===== src/rtl/regwb_arbiter.sv =====
//------------------------------------------------------------------------------
// Module      : regwb_arbiter
// Description : Register-file write-back arbiter. Merges the execute-stage
//               (E) and memory-stage (M) write requests onto the single
//               register-file write port. Each side owns a one-entry buffer.
//               Contention between different registers alternates grants.
//               Contention on the same register keeps the M value and drops
//               the E entry.
// Revision    : 1.0 - initial release
//------------------------------------------------------------------------------
// Ports
//   clock         : single clock, rising-edge active
//   reset_n       : asynchronous active-low reset
//   validE/regE/valueE : execute-stage write request (dstE/valE)
//   readyE        : E request accepted on the edge where validE && readyE
//   validM/regM/valueM : memory-stage write request (dstM/valM)
//   readyM        : M-side handshake, same rules as readyE
//   write1/register1/value1 : register-file write port, combinational
//   dropE         : one-cycle pulse when a buffered E entry is discarded
//   readReg1/bypassHit1/bypassValue1 : forwarding lookup into the buffers
//                   (only present when REGWB_BYPASS_EN is defined)
//
// Build option
//   REGWB_BYPASS_EN : adds the buffer-forwarding lookup port
//------------------------------------------------------------------------------
`default_nettype none

module regwb_arbiter (
    input  logic        clock,
    input  logic        reset_n,
    // Execute-stage request
    input  logic        validE,
    input  logic [3:0]  regE,
    input  logic [31:0] valueE,
    output logic        readyE,
    // Memory-stage request
    input  logic        validM,
    input  logic [3:0]  regM,
    input  logic [31:0] valueM,
    output logic        readyM,
    // Register-file write port
    output logic        write1,
    output logic [3:0]  register1,
    output logic [31:0] value1,
    output logic        dropE
`ifdef REGWB_BYPASS_EN
    ,
    input  logic [3:0]  readReg1,
    output logic        bypassHit1,
    output logic [31:0] bypassValue1
`endif
);

    // "No register" id: a request naming it is consumed without a write
    localparam logic [3:0] c_RNONE = 4'hF;

    // lastGrant encoding
    localparam logic [0:0] GRANT_E = 1'b0;
    localparam logic [0:0] GRANT_M = 1'b1;

    //--------------------------------------------------------------------------
    // State: two buffer entries plus the last-granted side
    //--------------------------------------------------------------------------
    logic        r_fullE;
    logic [3:0]  r_regE;
    logic [31:0] r_valE;
    logic        r_fullM;
    logic [3:0]  r_regM;
    logic [31:0] r_valM;
    logic [0:0]  r_lastGrant;

    logic        w_fullE_nxt;
    logic [3:0]  w_regE_nxt;
    logic [31:0] w_valE_nxt;
    logic        w_fullM_nxt;
    logic [3:0]  w_regM_nxt;
    logic [31:0] w_valM_nxt;
    logic [0:0]  w_lastGrant_nxt;

    // Arbitration decision for the current cycle
    logic        w_grantE;
    logic        w_grantM;
    logic        w_collide;
    logic        w_drainE;
    logic        w_drainM;

    // Handshake
    logic        w_accE;
    logic        w_accM;
    logic        w_fillE;
    logic        w_fillM;

    //--------------------------------------------------------------------------
    // Process 1: state register
    //--------------------------------------------------------------------------
    always_ff @(posedge clock or negedge reset_n) begin
        if (!reset_n) begin
            r_fullE     <= 1'b0;
            r_regE      <= 4'h0;
            r_valE      <= 32'h0;
            r_fullM     <= 1'b0;
            r_regM      <= 4'h0;
            r_valM      <= 32'h0;
            r_lastGrant <= GRANT_M;
        end else begin
            r_fullE     <= w_fullE_nxt;
            r_regE      <= w_regE_nxt;
            r_valE      <= w_valE_nxt;
            r_fullM     <= w_fullM_nxt;
            r_regM      <= w_regM_nxt;
            r_valM      <= w_valM_nxt;
            r_lastGrant <= w_lastGrant_nxt;
        end
    end

    //--------------------------------------------------------------------------
    // Process 2: next-state logic
    //--------------------------------------------------------------------------
    // A side is ready when its buffer is empty or is being drained this cycle,
    // which lets a drain and a refill happen on the same edge.
    assign readyE  = !r_fullE || w_drainE;
    assign readyM  = !r_fullM || w_drainM;

    assign w_accE  = validE && readyE;
    assign w_accM  = validM && readyM;
    // RNONE requests complete the handshake but never occupy the buffer
    assign w_fillE = w_accE && (regE != c_RNONE);
    assign w_fillM = w_accM && (regM != c_RNONE);

    always_comb begin
        w_fullE_nxt     = r_fullE;
        w_regE_nxt      = r_regE;
        w_valE_nxt      = r_valE;
        w_fullM_nxt     = r_fullM;
        w_regM_nxt      = r_regM;
        w_valM_nxt      = r_valM;
        w_lastGrant_nxt = r_lastGrant;

        // Drain first; a same-cycle fill below takes priority over the clear
        if (w_drainE) begin
            w_fullE_nxt = 1'b0;
        end
        if (w_drainM) begin
            w_fullM_nxt = 1'b0;
        end

        if (w_fillE) begin
            w_fullE_nxt = 1'b1;
            w_regE_nxt  = regE;
            w_valE_nxt  = valueE;
        end
        if (w_fillM) begin
            w_fullM_nxt = 1'b1;
            w_regM_nxt  = regM;
            w_valM_nxt  = valueM;
        end

        if (w_grantM) begin
            w_lastGrant_nxt = GRANT_M;
        end else if (w_grantE) begin
            w_lastGrant_nxt = GRANT_E;
        end
    end

    //--------------------------------------------------------------------------
    // Process 3: output logic (arbitration and write port)
    //--------------------------------------------------------------------------
    always_comb begin
        w_grantE  = 1'b0;
        w_grantM  = 1'b0;
        w_collide = 1'b0;

        if (r_fullE && r_fullM) begin
            if (r_regE == r_regM) begin
                // Same destination: the later pipeline stage wins and the
                // older E value is obsolete, so both entries retire at once.
                w_grantM  = 1'b1;
                w_collide = 1'b1;
            end else if (r_lastGrant == GRANT_M) begin
                w_grantE  = 1'b1;
            end else begin
                w_grantM  = 1'b1;
            end
        end else if (r_fullE) begin
            w_grantE = 1'b1;
        end else if (r_fullM) begin
            w_grantM = 1'b1;
        end
    end

    assign w_drainE = w_grantE || w_collide;
    assign w_drainM = w_grantM;

    assign write1    = w_grantE || w_grantM;
    assign register1 = w_grantM ? r_regM : (w_grantE ? r_regE : 4'h0);
    assign value1    = w_grantM ? r_valM : (w_grantE ? r_valE : 32'h0);
    assign dropE     = w_collide;

`ifdef REGWB_BYPASS_EN
    //--------------------------------------------------------------------------
    // Forwarding lookup: a buffered value is newer than the register file.
    // M is the younger producer, so it wins when both buffers match.
    //--------------------------------------------------------------------------
    logic w_hitE;
    logic w_hitM;

    assign w_hitE       = (readReg1 != c_RNONE) && r_fullE && (r_regE == readReg1);
    assign w_hitM       = (readReg1 != c_RNONE) && r_fullM && (r_regM == readReg1);
    assign bypassHit1   = w_hitE || w_hitM;
    assign bypassValue1 = w_hitM ? r_valM : (w_hitE ? r_valE : 32'h0);
`endif

endmodule

`default_nettype wire

===== config.mk =====
export PLATFORM = sky130hd
export DESIGN_NAME = regwb_arbiter
export DESIGN_NICKNAME = d
export VERILOG_FILES = /design/src/rtl/regwb_arbiter.sv
export SDC_FILE = /design/constraint.sdc
export NUM_CORES = 1
export LEC_CHECK = 0
export CAP_MARGIN = 20
export CORE_MARGIN = 8
export CORE_UTILIZATION = 33
export CTS_CLUSTER_DIAMETER = 60
export DETAILED_ROUTE_END_ITERATION = 10
export DONT_BUFFER_PORTS = 1
export GPL_ROUTABILITY_DRIVEN = 0
export GPL_TIMING_DRIVEN = 0
export PLACE_DENSITY = 0.59
export SLEW_MARGIN = 0
export SYNTH_ARGS = -nofsm -noshare
export SYNTH_HDL_FRONTEND = slang
export SYNTH_SLANG_ARGS = --single-unit

===== constraint.sdc =====
create_clock -name clock -period 2 [get_ports clock]
set_input_delay 0.3 -clock clock [delete_from_list [all_inputs] [get_ports clock]]
set_output_delay 0.3 -clock clock [all_outputs]
set_load 0.005 [all_outputs]

==> results_dict.tcl, run 1 <==
set metrics [dict create \
    outcome "finished with violations" \
    violations "negative hold slack, negative setup slack" \
    rsz0062_at_grt "true" \
    synth.most_common_cell "dfrtp_1" \
    setup-tns-final_ns -6.12 \
    rows 36 \
    seq_area_frac_synth_pct 56.8 \
    relSlewSlack_pct 79.4 \
    synth_top_family_by_area "multiplexers" \
    final_area_mm2 0.00423 \
    grt_pass1_wl_um 12900 \
    crit_path_max_fanout 10 \
    die-area_mm2 0.0135 \
    arrival_ns 1.91 \
    dr.pass1.iters 4 \
    setup_viol 37 \
    synth_top_area_cell "dfrtp_1" \
    syn-num-nets 301 \
    yosys.area_share.simple_pct 2.80 \
    clk_latency_ns 0.35 \
    stdcell_count 394 \
    globalRouteOverflowTotal 0 \
    core-area_mm2 0.00977 \
    start_util_pct 33.8 \
    cts-htree-levels 3 \
    finalClockSkew_ns 0.0177 \
    hold_violations 75 \
    yosysWarnings 0 \
    ys.flop_type "dfrtp_1" \
    dp_cells 358 \
    drive_gt1_share_pct 52.3 \
    antenna_left 0 \
    rrSetupSlack_ns 0 \
    timing.rr.end "r_valM[30]" \
    synth.top_cells.by_count "dfrtp_1 (74), mux2_2 (66), a22o_1 (37)" \
    clockPowerShare_pct 23.0 \
    wl_per_cell_um 23.1 \
    synthMuxAreaShare_pct 23.8 \
    synth_edf_count 0 \
    dpl.hpwl_um 5950 \
    maxCapViolCount 0 \
    area_delta_synth_final_pct 27.9 \
    p_switching_mw 1.82 \
    p_comb_share_pct 39.0 \
    placed_cell_area_mm2 0.00347 \
    wl_um 9090 \
    syn-cell-area_mm2 0.00331 \
    drtIter0Drc 65 \
    grtUsageTotal_pct 13.0 \
    required_ns 1.70 \
    period_share_pct 110 \
    numCtsBuffers 9 \
    die_w_um 116 \
    io_pins 116 \
    power_frac_seq_pct 37.9 \
    place_ws_ns -0.370 \
    r2r-start "r_regE[3]" \
    synth_top_area_share_pct 56.0 \
    cellLeakagePower_nw 1.86 \
    root_buffer "clkbuf_8" \
    power_density_mw_per_mm2 1370 \
    reg2reg_depth 7 \
    maxSlewViolCount 0 \
    intPower_mw 3.99 \
    synth_xor_area_share_pct 1.06 \
    numPortBuffers 0 \
    worst_slack_ns -0.208 \
    synthCells 225 \
    grt_max_degree 76 \
    min_period_ns 2.21 \
    cts_tree "done" \
    clk_path_buf_depth 2 \
    grt_pass1_vias 2241 \
    crit_path_start_kind "flop" \
    vias 2057 \
    ys_seq_elements 75 \
    clock-sinks 75 \
    antenna_found_initial 0 \
    synth-compound-area-share_pct 12.5 \
    tightest_slew_ns 0.309 \
    nets 331 \
    max_freq_mhz 453 \
    utilization_pct 43.3 \
    synth_area_leaders "dfrtp_1 (56%), mux2_2 (22%), a22o_1 (9.8%), mux2_1 (1.4%), xnor2_1 (1.1%)" \
    vdd_drop_max_uv 480 \
    avgSynthCellArea_um2 14.7 \
    async_reset_ff_share_pct 100 \
    power_mw 5.81 \
    clk_pin_slew_worst_paths_ns 0.09 \
    drc 0 \
    path_class "reg2out" \
    synth_cell_types 23 \
    die_h_um 116 \
    synth_fa_ha_area_share_pct 0 \
    viasPerCell 5.22 \
    end_kind "output pin" \
    fin_hold_ws_ns -0.365 \
    hold_path_class "in2async" \
    netSwitchingFraction_pct 31.4 \
]
[area by class of cell]
| type | instances | area [µm²] |
|---|---|---|
| Multi-Input combinational cell | 134 | 1530 |
| Buffer | 14 | 195 |
| Inverter | 1 | 3.75 |
| Clock buffer | 10 | 138 |
| Fill cell | 936 | 5550 |
| Timing Repair Buffer | 20 | 223 |
| Tap cell | 133 | 166 |
| Antenna cell | 1 | 2.50 |
| Clock inverter | 6 | 93.8 |
| Sequential cell | 75 | 1880 |
[power groups by stage]
| stage | Clock, mW | Sequential [mW] | Combinational, mW |
|---|---|---|---|
| after floorplan | 0 | 2.13 | 1.30 |
| after global placement | 0 | 2.18 | 1.62 |
| after detailed placement | 0 | 2.20 | 1.64 |
| after CTS | 1.40 | 2.19 | 1.98 |
| after global routing | 1.47 | 2.26 | 2.42 |
| final | 1.34 | 2.20 | 2.27 |
[cells by family (layout without fill, tap and decap cells)]
logic type | Yosys count | in the layout
DFF | 75 | 75
muxes | 70 | 70
AOI/OAI and AO/OA | 44 | 44
and+or+nand+nor | 16 | 16
buffers and inverters | 16 | 51
xor gates and xnor gates | 4 | 4
other | 0 | 1
[critical path, stage by stage, from the launching register on]
cell and delay, ns:
dfrtp_1 0.42, xnor2_2 0.22, and4_4 0.29, o21a_1 0.16, buf_6 0.15, buf_8 0.15, a22o_1 0.18
[metal layers]
metal  share of wire [%]  wire length, µm  track usage (%)  up-vias
met5                   0                0                0        -
met4                 1.1               99             4.15        0
met3                 8.2              748             6.31        7
met2                  50             4510             20.5       68
met1                  41             3730             15.1     1073
li1                    -                -                -      909
[repair_timing]
action                     4_1_cts  5_1_grt
gates resized for setup         28       49
cloned                           1        3
pin swaps                       39       11
setup buffers                   14        4
hold endpoints to repair        75       75
setup endpoints to repair      100       79
[cell usage in the layout, fill, tap and decap left out, types with 2 or more instances in the layout]
cell        n
buf_4      15
mux2_4     30
clkbuf_8   12
a22o_1     32
buf_6       6
a22o_4      5
mux2_2     38
bufinv_16   2
nand2_1     8
clkbuf_16   3
nand4_1     3
buf_8       2
inv_6       2
buf_12      5
mux2_1      2
dfrtp_1    73
o22a_1      2
xnor2_2     4
[state kept, by name, indices dropped and copies added (netlist names)]
| register | flops |
|---|---|
| r_regE | 4 |
| r_valE | 32 |
| r_fullM | 1 |
| r_valM | 32 |
| r_lastGrant | 1 |
| r_regM | 4 |
| r_fullE | 1 |
[worst max path at each step]
| stage | from | endpoint | slack (ns) | cells past startpoint |
|---|---|---|---|---|
| finish | r_regE[3] | value1[19] | -0.21 | 6 |
| global route | r_regM[3] | value1[19] | -0.28 | 6 |
| global placement | r_lastGrant | value1[8] | -0.34 | 5 |
| floorplan | r_regE[0] | r_valM[10] | 0.12 | 5 |
| detailed placement | r_lastGrant | value1[9] | -0.37 | 5 |
| CTS | r_regE[3] | value1[9] | -0.18 | 6 |
Power figures use the tool's default switching activity.
==> run 2: changes to the inputs <==
Settings changed: SLEW_MARGIN 0 to 25.
==> results of run 2 <==
Final layout, timing and power as in run 1 (identical DEF).
==> run 3: changes to the inputs <==
Settings changed: GPL_TIMING_DRIVEN 0 to not set, HOLD_SLACK_MARGIN set to 0.1, REMOVE_ABC_BUFFERS set to 1.
==> results_dict.tcl, run 3 (same netlist as run 1, synthesis figures left out) <==
set metrics [dict create \
    outcome "finished with violations" \
    violations "negative hold slack, negative setup slack" \
    regArea_mm2 0.00188 \
    fin_hold_ws_ns -0.352 \
    multiInputGateArea_mm2 0.00140 \
    crit_path_max_fanout 10 \
    grt_pass1_wl_um 14000 \
    root_buffer "clkbuf_8" \
    dpl.hpwl_um 5990 \
    die-area_mm2 0.0135 \
    tightest_slew_ns 0.384 \
    antenna_left 0 \
    rsz0062_at_grt "true" \
    grt_pass1_vias 2631 \
    path_cells "xnor2_2 > and4_4 > buf_6 > o21a_4 > buf_12 > a22o_4" \
    clk_path_buf_depth 2 \
    globalRouteOverflowTotal 0 \
    r2r-start "r_regM[1]" \
    viasPerCell 5.02 \
    drive_gt1_share_pct 37.9 \
    io_pins 116 \
    cts_tree "done" \
    vdd_drop_max_uv 407 \
    layout_common_cells "dfrtp_1 (74), dlygate4sd3_1 (68), mux2_2 (66)" \
    grtUsageTotal_pct 13.8 \
    critical_path.slowest_cell "dfrtp_1" \
    place_ws_ns -0.0748 \
    maxCapViolCount 0 \
    min_period_ns 2.18 \
    setup-tns-final_ns -5.58 \
    max_freq_mhz 459 \
    drc 0 \
    antenna_found_initial 0 \
    dr.pass1.iters 4 \
    wl_per_cell_um 19.6 \
    die_w_um 116 \
    maxSlewViolCount 0 \
    worst_slack_ns -0.178 \
    clk_latency_ns 0.33 \
    wl_um 8920 \
    path_class "reg2out" \
    period_share_pct 109 \
    slowest_delay_ns 0.41 \
    utilization_pct 47.5 \
    area_delta_synth_final_pct 40.5 \
    placed_cell_area_mm2 0.00364 \
    core-area_mm2 0.00977 \
    vias 2285 \
    cts-htree-levels 3 \
    relSlewSlack_pct 74.2 \
    num_antenna_cells 0 \
    cellLeakagePower_nw 1.96 \
    setup_viol 36 \
    fillCellCount 855 \
    largestRegisters "r_valE: 32 flops, r_valM: 32 flops" \
    nets 393 \
    final_common_cell "dfrtp_1" \
    power_mw 5.44 \
    finalClockSkew_ns 0.00690 \
    clk_pin_slew_worst_paths_ns 0.08 \
    power_density_mw_per_mm2 1170 \
    hold_violations 75 \
    rows 36 \
    hold_path_class "in2async" \
    dp_cells 365 \
    numPortBuffers 0 \
    arrival_ns 1.88 \
    drtIter0Drc 111 \
    numCtsBuffers 9 \
    grt_max_degree 76 \
    stdcell_count 455 \
    critPathLaunch "r_regE[1]" \
    die_h_um 116 \
    end_kind "output pin" \
    clock-sinks 75 \
    crit_path_start_kind "flop" \
    required_ns 1.70 \
    final_area_mm2 0.00465 \
    start_util_pct 33.8 \
]
-- run 3: cell count changes in the layout (fill, tap and decap cells not counted), moves of 3 or more --
cell,previous run,this run
mux2_4,30,0
buf_6,6,1
buf_4,15,18
clkbuf_1,0,3
mux2_2,38,66
dlygate4sd3_1,0,68
clkbuf_16,3,0
-- run 3: where the power goes --
group	internal, mW	leakage (nW)	total (mW)	switching, mW
Clock	0.517	0.0905	1.04	0.521
Combinational	1.28	0.995	2.22	0.942
Sequential	1.94	0.871	2.18	0.243
-- run 3: what timing repair did --
action	in CTS	in global routing
setup endpoints to repair	63	36
gates resized for setup	9	3
hold buffers	67	1
pin swaps	20	7
gates cloned	1	0
hold endpoints to repair	142	76
buffers inserted	5	0
-- run 3: path summary, 6_finish.rpt --
check | slack (ns) | to | cells after the start
setup reg to reg | 0.10 | r_valM[2] | 6
max in group asynchronous | 2.17 | r_lastGrant | 0
setup / recovery | -0.18 | value1[3] | 6
hold reg to reg | 0.50 | r_valE[5] | 1
min in group clock | 0.12 | r_valM[24] | 1
hold / removal | -0.35 | r_valM[15] | 0
-- run 3: area by class of cell --
type	count	area share, %
Sequential cell	75	40.4
Tap cell	133	3.58
Inverter	1	0.0808
Clock inverter	2	0.215
Clock buffer	14	3.50
Timing Repair Buffer	96	22.0
Multi-Input combinational cell	134	30.2
-- run 3: per-layer routing --
metal	part of all wire [%]	GRT usage, %	up-vias
met5	0	0	-
met4	1.5	5.36	0
met3	6.4	3.88	11
met2	51	23.9	73
met1	41	15.7	1174
li1	-	-	1027
-- run 3: critical path: cells and delay by family, from the launching register on --
| kind | cells | cell delay (ns) |
|---|---|---|
| flip-flops | 1 | 0.41 |
| XOR/XNOR | 1 | 0.15 |
| AND/OR/NAND/NOR | 1 | 0.20 |
| buffers and inverters | 2 | 0.27 |
| AO/OA/AOI/OAI | 2 | 0.49 |
